## config.mk

```make
export PLATFORM = sky130hd
export DESIGN_NAME = ram_arbiter
export DESIGN_NICKNAME = d
export VERILOG_FILES = /design/src/rtl/ram_arbiter.sv
export SDC_FILE = /design/constraint.sdc
export NUM_CORES = 1
export LEC_CHECK = 0
export CAP_MARGIN = 20
export CORE_ASPECT_RATIO = 0.5
export CORE_MARGIN = 8
export CORE_UTILIZATION = 53
export CTS_BUF_LIST = sky130_fd_sc_hd__clkbuf_4 sky130_fd_sc_hd__clkbuf_8
export CTS_CLUSTER_DIAMETER = 120
export DETAILED_ROUTE_END_ITERATION = 8
export DONT_BUFFER_PORTS = 1
export PLACE_DENSITY = 0.7
export SYNTH_ARGS = -nofsm -noshare
export SYNTH_HDL_FRONTEND = slang
export SYNTH_SLANG_ARGS = --single-unit
```

## constraint.sdc

```tcl
create_clock -name clk -period 2.8 [get_ports clk]
set_input_delay 0.56 -clock clk [delete_from_list [all_inputs] [get_ports clk]]
set_output_delay 0.56 -clock clk [all_outputs]
set_load 0.1 [all_outputs]
```

## src/rtl/ram_arbiter.sv

```systemverilog
// Round-robin arbiter that shares one single-port RAM between two requesters.
// Each granted request takes three cycles: the grant edge, one RAM access cycle, then an ack cycle.
//
// state  | meaning
// IDLE   | waiting for req0/req1; winner latched on the edge
// ACCESS | latched op presented to the RAM; read data captured on the edge
// DONE   | ack pulse to the owner; back to IDLE on the edge
module ram_arbiter #(
    parameter int BUS_WIDTH     = 8,
    parameter int ADDRESS_WIDTH = 8
) (
    input  logic                     clk,
    input  logic                     rst,
    input  logic                     req0,
    input  logic                     we0,
    input  logic [ADDRESS_WIDTH-1:0] ad0,
    input  logic [BUS_WIDTH-1:0]     X0,
    output logic                     ack0,
    output logic [BUS_WIDTH-1:0]     O0,
    input  logic                     req1,
    input  logic                     we1,
    input  logic [ADDRESS_WIDTH-1:0] ad1,
    input  logic [BUS_WIDTH-1:0]     X1,
    output logic                     ack1,
    output logic [BUS_WIDTH-1:0]     O1,
    output logic [ADDRESS_WIDTH-1:0] ram_ad,
    output logic                     ram_st,
    output logic [BUS_WIDTH-1:0]     ram_X,
    input  logic [BUS_WIDTH-1:0]     ram_O
);

    typedef enum logic [1:0] {IDLE, ACCESS, DONE} state_t;

    state_t                   state_q, state_d;
    logic                     prio_q, prio_d;
    logic                     owner_q, owner_d;
    logic                     lat_we_q, lat_we_d;
    logic [ADDRESS_WIDTH-1:0] lat_ad_q, lat_ad_d;
    logic [BUS_WIDTH-1:0]     lat_x_q, lat_x_d;
    logic                     ack0_q, ack0_d;
    logic                     ack1_q, ack1_d;
    logic [BUS_WIDTH-1:0]     o0_q, o0_d;
    logic [BUS_WIDTH-1:0]     o1_q, o1_d;
    logic                     winner;

    always_comb begin
        state_d  = state_q;
        prio_d   = prio_q;
        owner_d  = owner_q;
        lat_we_d = lat_we_q;
        lat_ad_d = lat_ad_q;
        lat_x_d  = lat_x_q;
        ack0_d   = ack0_q;
        ack1_d   = ack1_q;
        o0_d     = o0_q;
        o1_d     = o1_q;
        // prio only matters when both ports ask in the same cycle
        winner   = (req0 && req1) ? prio_q : req1;

        case (state_q)
            IDLE: begin
                if (req0 || req1) begin
                    owner_d  = winner;
                    lat_we_d = winner ? we1 : we0;
                    lat_ad_d = winner ? ad1 : ad0;
                    lat_x_d  = winner ? X1  : X0;
                    state_d  = ACCESS;
                end
            end
            ACCESS: begin
                if (!lat_we_q) begin
                    if (owner_q) o1_d = ram_O;
                    else         o0_d = ram_O;
                end
                ack0_d  = ~owner_q;
                ack1_d  = owner_q;
                prio_d  = ~owner_q;
                state_d = DONE;
            end
            DONE: begin
                ack0_d  = 1'b0;
                ack1_d  = 1'b0;
                state_d = IDLE;
            end
            default: state_d = IDLE;
        endcase
    end

    always_ff @(posedge clk) begin
        if (rst) begin
            state_q  <= IDLE;
            prio_q   <= 1'b0;
            owner_q  <= 1'b0;
            lat_we_q <= 1'b0;
            lat_ad_q <= '0;
            lat_x_q  <= '0;
            ack0_q   <= 1'b0;
            ack1_q   <= 1'b0;
            o0_q     <= '0;
            o1_q     <= '0;
        end else begin
            state_q  <= state_d;
            prio_q   <= prio_d;
            owner_q  <= owner_d;
            lat_we_q <= lat_we_d;
            lat_ad_q <= lat_ad_d;
            lat_x_q  <= lat_x_d;
            ack0_q   <= ack0_d;
            ack1_q   <= ack1_d;
            o0_q     <= o0_d;
            o1_q     <= o1_d;
        end
    end

    // rst gates the store so a reset landing in ACCESS never commits the write
    assign ram_st = lat_we_q & (state_q == ACCESS) & ~rst;
    assign ram_ad = lat_ad_q;
    assign ram_X  = lat_x_q;
    assign ack0   = ack0_q;
    assign ack1   = ack1_q;
    assign O0     = o0_q;
    assign O1     = o1_q;

endmodule
```

# After elaboration in Yosys (flattened, before gate mapping)
# Index checks and enable logic that the tools add are counted.
dict set report word_totals {
  ff_bits 39
  inputBits 46
  out_inout_bits 35
}
dict set report classes {
  n_eq_ne 3
  mux 8
  n_bitwise 5
  n_reduce_logical 7
}
# op count
set op_table {}
lappend op_table {{8-bit 2-to-1 mux} 2}
lappend op_table {{3-bit AND reduction} 2}
lappend op_table {{1-bit one-hot mux with 2 select lines} 2}
lappend op_table {{2-bit one-hot mux with 2 select lines} 1}
lappend op_table {{1-bit NOT} 3}
lappend op_table {{1-bit bitwise AND} 2}
lappend op_table {{2-bit by 1-bit == test with 1-bit output, second input constant} 1}
lappend op_table {{2-bit == test, second input constant} 1}
lappend op_table {{2-bit logical NOT} 1}
lappend op_table {{1-bit 2-to-1 mux} 2}
lappend op_table {{2-bit 2-to-1 mux} 1}
lappend op_table {{2-bit != test, second input constant} 1}
lappend op_table {{2-bit AND reduction} 1}
lappend op_table {{2-bit nonzero test} 1}
lappend op_table {{1-bit logical AND} 1}
lappend op_table {{1-bit logical OR} 1}

# Logic depth before layout (Yosys ltp)
dict set report logic_depth {
  depth_word 3
  depth_mapped 7
}

# Least setup slack after synthesis
# No wires, ideal clock.
dict set report synth_timing {
  path_type {input -> output}
  startpoint {input port rst}
  endpoint {output port ram_st}
  arrival_ns 2.026
  required_ns 2.240
  slack_ns 0.214
  path_stages 2
  cell_sequence {clkbuf_1 nor2_1}
}
dict set report synth_between {
  elab_chain_len 2
}
# element line_no
set synth_lines {}
lappend synth_lines {{start, declared} 13} ;# input logic rst,
lappend synth_lines {{1-bit NOT} 116} ;# assign ram_st = lat_we_q & (state_q == ACCESS) & ~rst;
lappend synth_lines {{1-bit bitwise AND} 116}
lappend synth_lines {{end, declared} 27} ;# output logic ram_st,
# Every way passes these cells.

# Final worst setup path
dict set report layout_timing {
  startpoint {register state_q[1]}
  endpoint {output port ram_st}
}
dict set report layout_between {
  elab_chain_len 3
}
# element line_no
set layout_lines {}
lappend layout_lines {{start, declared} 34} ;# state_t state_q, state_d;
lappend layout_lines {{start signal, assigned} 102} ;# state_q <= state_d;
lappend layout_lines {{2-bit by 1-bit == test with 1-bit output} 116}
lappend layout_lines {{1-bit bitwise AND (2 in a row)} 116}
# Every way passes these cells.

==> reports/results.txt <==
status - complete, no violations
IO Port Bufs - 0
Max clock buf depth - 2
routed wire length per instance - 18.5 µm
CP peak stage delay - 330 ps
Worst Tran Pin Value - 995 ps
final worst path period need - 1900 ps
core area - 3080 µm²
Leak Pwr - 0.000699 µW
warnings from Yosys - 0
most used flip-flop cell after synthesis - dfxtp_1
maximum clock frequency - 525 MHz
Reg power frac - 0.627
share of layout cells above drive strength 1 - 0.133
CTS tree - yes
slowest stage cell on the critical path - dfxtp_1
Unique masters post-synth - 24
Starting Density - 0.567
placed cells - 213
Peak VDD IR - 0.520 mV
clock-pin slew on the worst setup and hold paths - 80 ps
First-pass DRT Iterations - 4
post-DP HPWL - 2890 µm
Final nets - 230
antenna violations before repair - 0
switching part of the total power - 0.431
Via Count - 1296
Cell Count, Final, Fillers Out - 221
critical path cell sequence - inv_1 -> ha_1 -> nand2_1 -> nor2_2 -> buf_4
Slew Limit Fails - 0
kind of cell adding the most delay to the critical path - buffers and inverters
CTS Hold Bufs - 0
slew margin rel. - 0.336
sequential fraction of the synthesis area - 0.446
Total GRT Usage - 0.149
largest net degree at the start of global routing - 41
first-pass GRT wire length - 6830 µm
Mapped Cells - 186
Critical Path Fanout Max - 3
die height - 56.6 µm
WP data required - 2240 ps
ranking of synthesized cells by area - dfxtp_1 45%, mux2i_1 11%, a311oi_2 8.6%
Setup crit start kind - flip-flop
die area - 5510 µm²
CP Data Arrival Time - 1340 ps
total CTS buffers - 5
Buf+Inv Stages, Crit Path - 2
Post-Synthesis Cell Area - 1750 µm²
# IOs - 81
Placer Congestion - 0.718
syn avg cell area - 9.40 µm²
Synth-to-Final Area Change - 4.43%
most frequent cells after synthesis - 39 x dfxtp_1, 39 x nor2_1, 19 x mux2i_1, 17 x nand3_1
vias in the first global route - 1317
CP Capture Type - output port
RSZ-0062 raised after global routing - no
# clock sinks - 39
Clock Skew - 6.30 ps
net count after synthesis - 236
EDFF count, synth - 0
worst-skew pair later-pin latency - 290 ps
post-CTS setup buffers - 0
clock share of power - 0.244
final setup violating endpoints - 0
Int Pwr - 878 µW
Comb power frac - 0.129
CTS H-tree lvls - 2
FF+latch count, synth - 39
P per Cell Area - 845 nW/µm²
Initial DRC Count - 61
Die X-Extent - 97.2 µm
asr flop ratio synth - 0
CTS resizes - 0
Fin Setup TNS - 0 ps
# diodes - 0
CTS root buffer - clkbuf_8
Fin. Hold Viols - 0
area share of the largest cell type after synthesis - 0.446
worst setup path class - flip-flop to output port
Final ANT Viol Nets - 0
# rows - 14
Max-cap violations - 0
# DRC - 0
Worst Hold Class - input port to flip-flop
vias per cell - 5.86
post-synth top area cell - dfxtp_1
Switch Pwr - 666 µW
GRT overflow - 0
final period utilization - 0.680
Total Wirelength - 4080 µm
## worst reg2reg max path, stage by stage (launching register included)
cell	delay, ps
dfxtp_1	330
inv_1	100
ha_1	200
nor3b_2	650
mux2i_1	280
nor2_1	60
## worst paths after layout
| check | cells after the start | slack, ps | end | startpoint |
|---|---|---|---|---|
| max | 5 | 900 | ram_st | state_q[1] |
| min | 1 | 330 | ram_ad[1] | rst |
| max reg2reg | 5 | 1080 | O0[0] | state_q[1] |
| min reg2reg | 2 | 520 | prio_q | prio_q |
## cells by family (layout without fill, tap and decap cells)
| logic type | count (synthesis) | in the layout | synth area share |
|---|---|---|---|
| simple gates | 66 | 66 | 0.171 |
| flops | 39 | 39 | 0.446 |
| compound gates | 38 | 38 | 0.185 |
| buf+inv | 20 | 15 | 0.0608 |
| mux | 19 | 19 | 0.109 |
| fa+ha+maj | 4 | 4 | 0.0286 |
## metrics by stage
step           hold slack [ps]  instance area, µm²  power (µW)  setup slack, ps   util
6_report                   330                1830        1540              896  0.593
5_1_grt                    317                1830        1610              782  0.593
4_1_cts                    324                1830        1560              868  0.593
3_5_place_dp               497                1740        1180             1050  0.564
3_3_place_gp               482                1740        1180             1150  0.564
2_1_floorplan              467                1750        1160              214      -
## area by class of cell
type                       instances  area, µm²
clock buffer                       6       76.3
clock inverter                     2       12.5
fill                             267       1260
inverter                           4       15.0
multi-input combinational        127        870
sequential                        39        781
tap                               40       50.0
timing repair buffer               3       22.5
## registers in the layout, summed over array words and instances (netlist names)
signal    cells
ack1          1
lat_we_q      1
ack0          1
prio_q        1
ram_X         8
owner_q       1
state_q       2
O1            8
ram_ad        8
O0            8
## routing by layer
| metal | GRT usage | up-vias | wire [µm] | part of all wire |
|---|---|---|---|---|
| li1 | - | 653 | - | - |
| met1 | 0.169 | 580 | 1690 | 0.41 |
| met2 | 0.233 | 61 | 1860 | 0.45 |
| met3 | 0.0890 | 2 | 512 | 0.13 |
| met4 | 0.0385 | 0 | 20 | 0.0049 |
| met5 | 0 | - | 0 | 0 |
## power by group through the flow
stage          combinational (µW)  sequential [µW]  clock (µW)
6_report                      199              968         377
5_1_grt                       227              976         409
4_1_cts                       202              970         389
3_5_place_dp                  201              983           0
2_1_floorplan                 196              967           0
3_3_place_gp                  194              981           0
## layout by cell type, fill, tap and decap left out
master	synthesis	routed
a21oi_1	1	1
a311oi_1	7	7
a311oi_2	10	10
a32oi_1	1	1
and2b_2	1	1
buf_4	5	3
clkbuf_4	0	1
clkbuf_8	0	5
clkinv_2	0	1
clkinvlp_4	0	1
dfxtp_1	39	39
ha_1	4	4
inv_1	4	4
mux2i_1	19	19
nand2_1	1	1
nand2b_1	2	2
nand3_1	17	17
nand3b_1	2	2
nor2_1	39	38
nor2_2	0	1
nor3_1	1	1
nor3b_1	3	2
nor3b_2	0	1
o21a_1	1	1
o21ai_0	8	8
o21ai_1	10	10
Power figures use the tool's default switching activity.
